$ cat config.mk
export PLATFORM = sky130hd
export DESIGN_NAME = account_tx_flat
export DESIGN_NICKNAME = d
export VERILOG_FILES = /design/src/rtl/account_tx_pkg.sv /design/src/rtl/account_tx_if.sv /design/src/rtl/account_tx_lfsr24.sv /design/src/rtl/account_tx.sv /design/src/flat_wrapper.sv
export SDC_FILE = /design/constraint.sdc
export NUM_CORES = 1
export LEC_CHECK = 0
export ABC_AREA = 0
export BUFFER_PORTS_ARGS = -buffer_cell sky130_fd_sc_hd__clkbuf_2
export CAP_MARGIN = 10
export CORE_ASPECT_RATIO = 0.75
export CORE_MARGIN = 3
export CORE_UTILIZATION = 55
export CTS_CLUSTER_SIZE = 40
export DETAILED_ROUTE_END_ITERATION = 16
export HOLD_SLACK_MARGIN = 0.08
export PLACE_DENSITY = 0.79
export SLEW_MARGIN = 10
export SYNTH_ARGS = -nofsm -noshare
export SYNTH_HDL_FRONTEND = slang
export SYNTH_SLANG_ARGS = --single-unit
$ cat constraint.sdc
create_clock -name clk1 -period 3.57 [get_ports clk1]
set_input_delay 0.714 -clock clk1 [delete_from_list [all_inputs] [get_ports clk1]]
set_output_delay 0.714 -clock clk1 [all_outputs]
set_load 0.05 [all_outputs]
$ cat src/rtl/account_tx_pkg.sv
// Shared types and constants for the account record transmitter: FSM encoding,
// run length, LFSR geometry and the polynomial step used by lfsr24.
package account_tx_pkg;

  typedef enum logic [1:0] {
    ST_IDLE = 2'd0,
    ST_SEND = 2'd1,
    ST_GAP  = 2'd2,
    ST_DONE = 2'd3
  } state_t;

  localparam int TOTAL_RECORDS = 4000;
  localparam int CNT_W         = 12;
  localparam int LFSR_W        = 24;

  // An all-zero LFSR would lock up, so a zero seed is replaced by this value.
  localparam logic [LFSR_W-1:0] ZERO_SEED_SUB = 24'h000001;

  function automatic logic [LFSR_W-1:0] lfsr_step(input logic [LFSR_W-1:0] l);
    return {l[22:0], l[23] ^ l[22] ^ l[21] ^ l[16]};
  endfunction

endpackage

$ cat src/rtl/account_tx_if.sv
// Record stream between the transmitter (master) and its sink (slave).
// A record moves on any rising edge where in_valid and ready are both high.
interface account_tx_if #(
  parameter int DSIZE = 8
) ();

  logic             in_valid;
  logic             ready;
  logic [DSIZE-1:0] in_account;
  logic [DSIZE-1:0] in_A;
  logic [DSIZE-1:0] in_T;

  modport master (
    output in_valid,
    output in_account,
    output in_A,
    output in_T,
    input  ready
  );

  modport slave (
    input  in_valid,
    input  in_account,
    input  in_A,
    input  in_T,
    output ready
  );

endinterface

$ cat src/rtl/account_tx_lfsr24.sv
// 24-bit Fibonacci LFSR; load has priority over step, value is the register.
// One-cycle latency from load/step to value; no backpressure of its own.
module lfsr24
  import account_tx_pkg::*;
(
  input  logic              clk1,
  input  logic              rst_n,
  input  logic              load,
  input  logic [LFSR_W-1:0] seed,
  input  logic              step,
  output logic [LFSR_W-1:0] value
);

  logic [LFSR_W-1:0] r_lfsr;

  always_ff @(posedge clk1 or negedge rst_n) begin
    if (!rst_n) begin
      r_lfsr <= ZERO_SEED_SUB;
    end else if (load) begin
      r_lfsr <= seed;
    end else if (step) begin
      r_lfsr <= lfsr_step(r_lfsr);
    end
  end

  assign value = r_lfsr;

endmodule

$ cat src/rtl/account_tx.sv
// Sends TOTAL pseudo-random records per run over a valid/ready stream, with an
// optional idle gap after each transfer; records and in_valid hold while ready is low.
module account_tx
  import account_tx_pkg::*;
#(
  parameter int DSIZE = 8,
  parameter int TOTAL = TOTAL_RECORDS
) (
  input  logic              clk1,
  input  logic              rst_n,
  input  logic              start,
  input  logic [LFSR_W-1:0] seed,
  input  logic [1:0]        gap,
  account_tx_if.master      bus,
  output logic              busy,
  output logic              done,
  output logic [CNT_W-1:0]  sent_cnt
);

  localparam logic [CNT_W-1:0] TOTAL_C = CNT_W'(TOTAL);

  state_t            r_state;
  logic              r_in_valid;
  logic [LFSR_W-1:0] r_rec;
  logic              r_busy;
  logic              r_done;
  logic [CNT_W-1:0]  r_sent_cnt;
  logic [1:0]        r_gap;
  logic [1:0]        r_gap_cnt;

  state_t            w_state_nxt;
  logic              w_in_valid_nxt;
  logic [LFSR_W-1:0] w_rec_nxt;
  logic              w_busy_nxt;
  logic              w_done_nxt;
  logic [CNT_W-1:0]  w_cnt_nxt;
  logic [1:0]        w_gap_nxt;
  logic [1:0]        w_gap_cnt_nxt;
  logic              w_load;
  logic              w_step;
  logic              w_xfer;
  logic [CNT_W-1:0]  w_cnt_inc;
  logic [LFSR_W-1:0] w_seed_eff;
  logic [LFSR_W-1:0] w_lfsr;

  assign w_seed_eff = (seed == '0) ? ZERO_SEED_SUB : seed;
  assign w_xfer     = r_in_valid & bus.ready;
  assign w_cnt_inc  = r_sent_cnt + 1'b1;

  lfsr24 u_lfsr (
    .clk1  (clk1),
    .rst_n (rst_n),
    .load  (w_load),
    .seed  (w_seed_eff),
    .step  (w_step),
    .value (w_lfsr)
  );

  always_ff @(posedge clk1 or negedge rst_n) begin
    if (!rst_n) begin
      r_state <= ST_IDLE;
    end else begin
      r_state <= w_state_nxt;
    end
  end

  // The record register always holds the LFSR value that will be presented next
  // cycle, so the outputs stay registered while still tracking the stepped LFSR.
  always_comb begin
    w_state_nxt    = r_state;
    w_in_valid_nxt = r_in_valid;
    w_rec_nxt      = r_rec;
    w_busy_nxt     = r_busy;
    w_done_nxt     = 1'b0;
    w_cnt_nxt      = r_sent_cnt;
    w_gap_nxt      = r_gap;
    w_gap_cnt_nxt  = r_gap_cnt;
    w_load         = 1'b0;
    w_step         = 1'b0;

    case (r_state)
      ST_IDLE: begin
        if (start) begin
          w_state_nxt    = ST_SEND;
          w_in_valid_nxt = 1'b1;
          w_rec_nxt      = w_seed_eff;
          w_busy_nxt     = 1'b1;
          w_cnt_nxt      = '0;
          w_gap_nxt      = gap;
          w_load         = 1'b1;
        end
      end

      ST_SEND: begin
        if (w_xfer) begin
          w_step    = 1'b1;
          w_cnt_nxt = w_cnt_inc;
          if (w_cnt_inc == TOTAL_C) begin
            w_state_nxt    = ST_DONE;
            w_in_valid_nxt = 1'b0;
            w_rec_nxt      = '0;
            w_done_nxt     = 1'b1;
          end else if (r_gap == 2'd0) begin
            w_rec_nxt = lfsr_step(w_lfsr);
          end else begin
            w_state_nxt    = ST_GAP;
            w_in_valid_nxt = 1'b0;
            w_rec_nxt      = '0;
            w_gap_cnt_nxt  = r_gap - 2'd1;
          end
        end
      end

      ST_GAP: begin
        if (r_gap_cnt == 2'd0) begin
          w_state_nxt    = ST_SEND;
          w_in_valid_nxt = 1'b1;
          w_rec_nxt      = w_lfsr;
        end else begin
          w_gap_cnt_nxt = r_gap_cnt - 2'd1;
        end
      end

      ST_DONE: begin
        w_state_nxt = ST_IDLE;
        w_busy_nxt  = 1'b0;
      end

      default: begin
        w_state_nxt    = ST_IDLE;
        w_in_valid_nxt = 1'b0;
        w_rec_nxt      = '0;
        w_busy_nxt     = 1'b0;
      end
    endcase
  end

  always_ff @(posedge clk1 or negedge rst_n) begin
    if (!rst_n) begin
      r_in_valid <= 1'b0;
      r_rec      <= '0;
      r_busy     <= 1'b0;
      r_done     <= 1'b0;
      r_sent_cnt <= '0;
      r_gap      <= '0;
      r_gap_cnt  <= '0;
    end else begin
      r_in_valid <= w_in_valid_nxt;
      r_rec      <= w_rec_nxt;
      r_busy     <= w_busy_nxt;
      r_done     <= w_done_nxt;
      r_sent_cnt <= w_cnt_nxt;
      r_gap      <= w_gap_nxt;
      r_gap_cnt  <= w_gap_cnt_nxt;
    end
  end

  assign bus.in_valid   = r_in_valid;
  assign bus.in_account = DSIZE'(r_rec[7:0]);
  assign bus.in_A       = DSIZE'(r_rec[15:8]);
  assign bus.in_T       = DSIZE'(r_rec[23:16]);
  assign busy           = r_busy;
  assign done           = r_done;
  assign sent_cnt       = r_sent_cnt;

endmodule
$ cat src/flat_wrapper.sv
// flat-port wrapper written by rule: the top's interface ports become plain ports
module account_tx_flat import account_tx_pkg::*;
#(
  parameter int DSIZE = 8,
  parameter int TOTAL = TOTAL_RECORDS
)
  (clk1, rst_n, start, seed, gap, busy, done, sent_cnt, bus_in_valid, bus_in_account, bus_in_A, bus_in_T, bus_ready);
  account_tx_if #(.DSIZE(DSIZE)) bus_i ();
  input  logic clk1;
  input  logic rst_n;
  input  logic start;
  input  logic [LFSR_W-1:0] seed;
  input  logic [1:0] gap;
  output logic busy;
  output logic done;
  output logic [CNT_W-1:0] sent_cnt;
  output wire logic [$bits(bus_i.in_valid)-1:0] bus_in_valid;
  output wire logic [$bits(bus_i.in_account)-1:0] bus_in_account;
  output wire logic [$bits(bus_i.in_A)-1:0] bus_in_A;
  output wire logic [$bits(bus_i.in_T)-1:0] bus_in_T;
  input wire logic [$bits(bus_i.ready)-1:0] bus_ready;
  assign bus_in_valid = bus_i.in_valid;
  assign bus_in_account = bus_i.in_account;
  assign bus_in_A = bus_i.in_A;
  assign bus_in_T = bus_i.in_T;
  assign bus_i.ready = bus_ready;
  account_tx #(.DSIZE(DSIZE), .TOTAL(TOTAL)) u_core (.clk1(clk1), .rst_n(rst_n), .start(start), .seed(seed), .gap(gap), .bus(bus_i), .busy(busy), .done(done), .sent_cnt(sent_cnt));
endmodule
==> metrics.csv <==
metric,value,unit
max-slew violations,0,
fin crit period,2.92,ns
clk_lat worst skew,0.35,ns
number of port buffers,68,
post_cts resized,0,
max cap viols,0,
layout cells sized above 1,0.257,
largest cells by area after synthesis,"dfrtp_1, a221oi_2, mux2i_1, o21ai_0, nor2_1",
total power,4.87,mW
post-layout net count,500,
clk slew on worst S/H paths,0.08,ns
drt pass-1 iters,5,
DRC,0,
most frequent cells after synthesis,"dfrtp_1, nor2_1, o21ai_0, nand2_1",
final setup vio count,0,
CP Depth,7,
CP startpoint kind,flip-flop,
CTS root buffer,clkbuf_8,
drt wl/cell,18.0,µm
crit-path cells,ha_1 > and2_1 > o211a_1 > o221ai_1 > a31oi_4 > nor2_2 > mux2_1,
pre-CTS setup slack,0.694,ns
# hold bufs at CTS,0,
total track usage,0.259,
"Primary FF master, synth",dfrtp_1,
worst hold margin,0.354,ns
CP bufs+invs,0,
Synth top area share,0.440,
slew margin rel.,0.242,
critical path arrival,3.15,ns
LEAKAGE,2.15,nW
antenna diode count,0,
largest net degree at the start of global routing,50,
Cells after Synth,407,
crit path kind,flip-flop to flip-flop,
chip height,78.6,µm
Post-synth ARST share,1.00,
final cycle utilization of the critical path,0.818,
Placed Cells,535,
initial antenna violation count,0,
Synth Cell Area,3860,µm²
Least-Margin Pin Slew,1.14,ns
Vias,3445,
row cnt,25,
YS warnings,0,
Max clock buf depth,2,
first-pass GRT wire length,16.4,mm
TritonCTS clock tree,built,
dpl hpwl,6.63,mm
Crit-path slowest cell,a31oi_4,
global placement routability congestion,0.876,
IO Count,69,
DR vias/cell,6.25,
kind of cell adding the most delay to the critical path,compound AO/OA/AOI/OAI gates,
final worst slack,0.651,ns
largest area contributor in the netlist,dfrtp_1,
maximum VDD drop,0.638,mV
"setup slack, reg-to-reg",0.65,ns
Post-Route WL,9.90,mm
DP Area,4260,µm²
post-synthesis register bit count,69,
Cell variety after synth,48,
final cell count without fillers,551,
buffer count from post-CTS setup fixing,0,
Syn-to-layout area delta,16.6,%
cts bufs inserted,9,
sequential share of the synthesized area,0.447,
Final Skew,0.00838,ns
H-tree levels,3,
Syn Area/Cell,9.49,µm²
"critical path fanouts, max",25,
Power Density,1080,nW/µm²
GRT overflow,0,
RSZ-0062 raised after global routing,no,
Core Area,6540,µm²
cell area after layout,4510,µm²
Initial Util,0.591,
vias in the first global route,3300,
Post-synth EDFFs,0,
CP Data Required Time,3.80,ns
Num Clock Sinks,69,
Antenna Nets Post-Route,0,
Hold Fails Final Rpt,0,
Final Util,0.689,
1st-iter DRT viols,277,
Crit path largest cell delay,0.93,ns
worst min path class,primary input to asynchronous set/reset pin,
R2R cell count,7,
"Net Count, Synth",442,
FMAX,343,MHz
status,finished clean,
Die ar.,8080,µm²
Die W,103,µm
Setup TNS,0,ns
Setup crit end kind,flip-flop,
most frequent cell after synthesis,dfrtp_1,
-- where the power goes --
part	leakage (nW)	total [mW]	internal (mW)	switching [mW]
logic	1.18	2.60	0.818	1.79
registers	0.847	1.47	1.14	0.330
clock network	0.119	0.791	0.482	0.310
total	2.15	4.87	2.44	2.43
-- registers in the layout, indices dropped and copies added, names as in the netlist --
| signal | flops |
|---|---|
| u_core.u_lfsr.value | 24 |
| u_core.busy | 1 |
| u_core.done | 1 |
| u_core.r_state | 2 |
| u_core.r_gap | 2 |
| u_core.bus.in_valid | 1 |
| u_core.r_rec | 24 |
| u_core.r_gap_cnt | 2 |
| u_core.sent_cnt | 12 |
-- worst reg2reg max path, cell delays in order, from the launching register on --
cell      delay (ns)
dfrtp_1         0.44
ha_1            0.30
and2_1          0.23
o211a_1         0.17
o221ai_1        0.20
a31oi_4         0.94
nor2_2          0.15
mux2_1          0.36
-- cell families (layout without fill, tap and decap cells) --
| family | after synthesis | count (layout) | share of synthesized area |
|---|---|---|---|
| fa+ha+maj | 5 | 5 | 0.0162 |
| buf+inv | 34 | 97 | 0.0379 |
| mux | 29 | 29 | 0.0767 |
| xor+xnor | 5 | 5 | 0.0113 |
| compound gates | 124 | 124 | 0.246 |
| flops | 69 | 69 | 0.447 |
| simple gates | 141 | 141 | 0.164 |
-- per-layer routing --
metal,up-vias,track usage,share of wire
met5,-,0,0
met4,0,0.0673,0.0066
met3,5,0.0737,0.088
met2,167,0.376,0.46
met1,1655,0.382,0.45
li1,1618,-,-
-- cells in the final DEF, fill, tap and decap left out, types with 2 or more instances in the layout --
cell,instances
a211oi_1,24
a21oi_1,12
a221oi_1,4
a221oi_2,21
a31oi_1,2
and2_1,3
and3_1,3
buf_4,8
bufinv_16,3
clkbuf_2,67
clkbuf_8,10
clkinvlp_4,2
dfrtp_1,68
ha_1,5
inv_1,5
mux2_1,3
mux2_2,2
mux2i_1,24
nand2_1,41
nand3_1,7
nand4_1,6
nor2_1,62
nor2b_1,2
nor4_1,6
o211ai_1,2
o21ai_0,47
o31ai_1,2
or3_1,2
xnor2_1,2
xor2_1,3
-- layout make-up --
type,count,area [µm²]
clock buffers,10,138
repair buffers,76,400
clock inverters,6,110
inverters,5,18.8
multi-input cells,304,2010
fillers,506,2030
flip-flops and latches,69,1730
well taps,81,101
-- path summary, 6_finish.rpt --
path / startpoint / to
setup / recovery: u_core.sent_cnt[0] / u_core.r_state[1]
hold / removal: rst_n / u_core.u_lfsr.value[4]
setup reg to reg: u_core.sent_cnt[0] / u_core.r_state[1]
hold reg to reg: u_core.r_gap_cnt[0] / u_core.r_gap_cnt[0]
max in group asynchronous: rst_n / u_core.u_lfsr.value[0]
min in group clk1: u_core.r_gap_cnt[0] / u_core.r_gap_cnt[0]
Power figures use the tool's default switching activity.
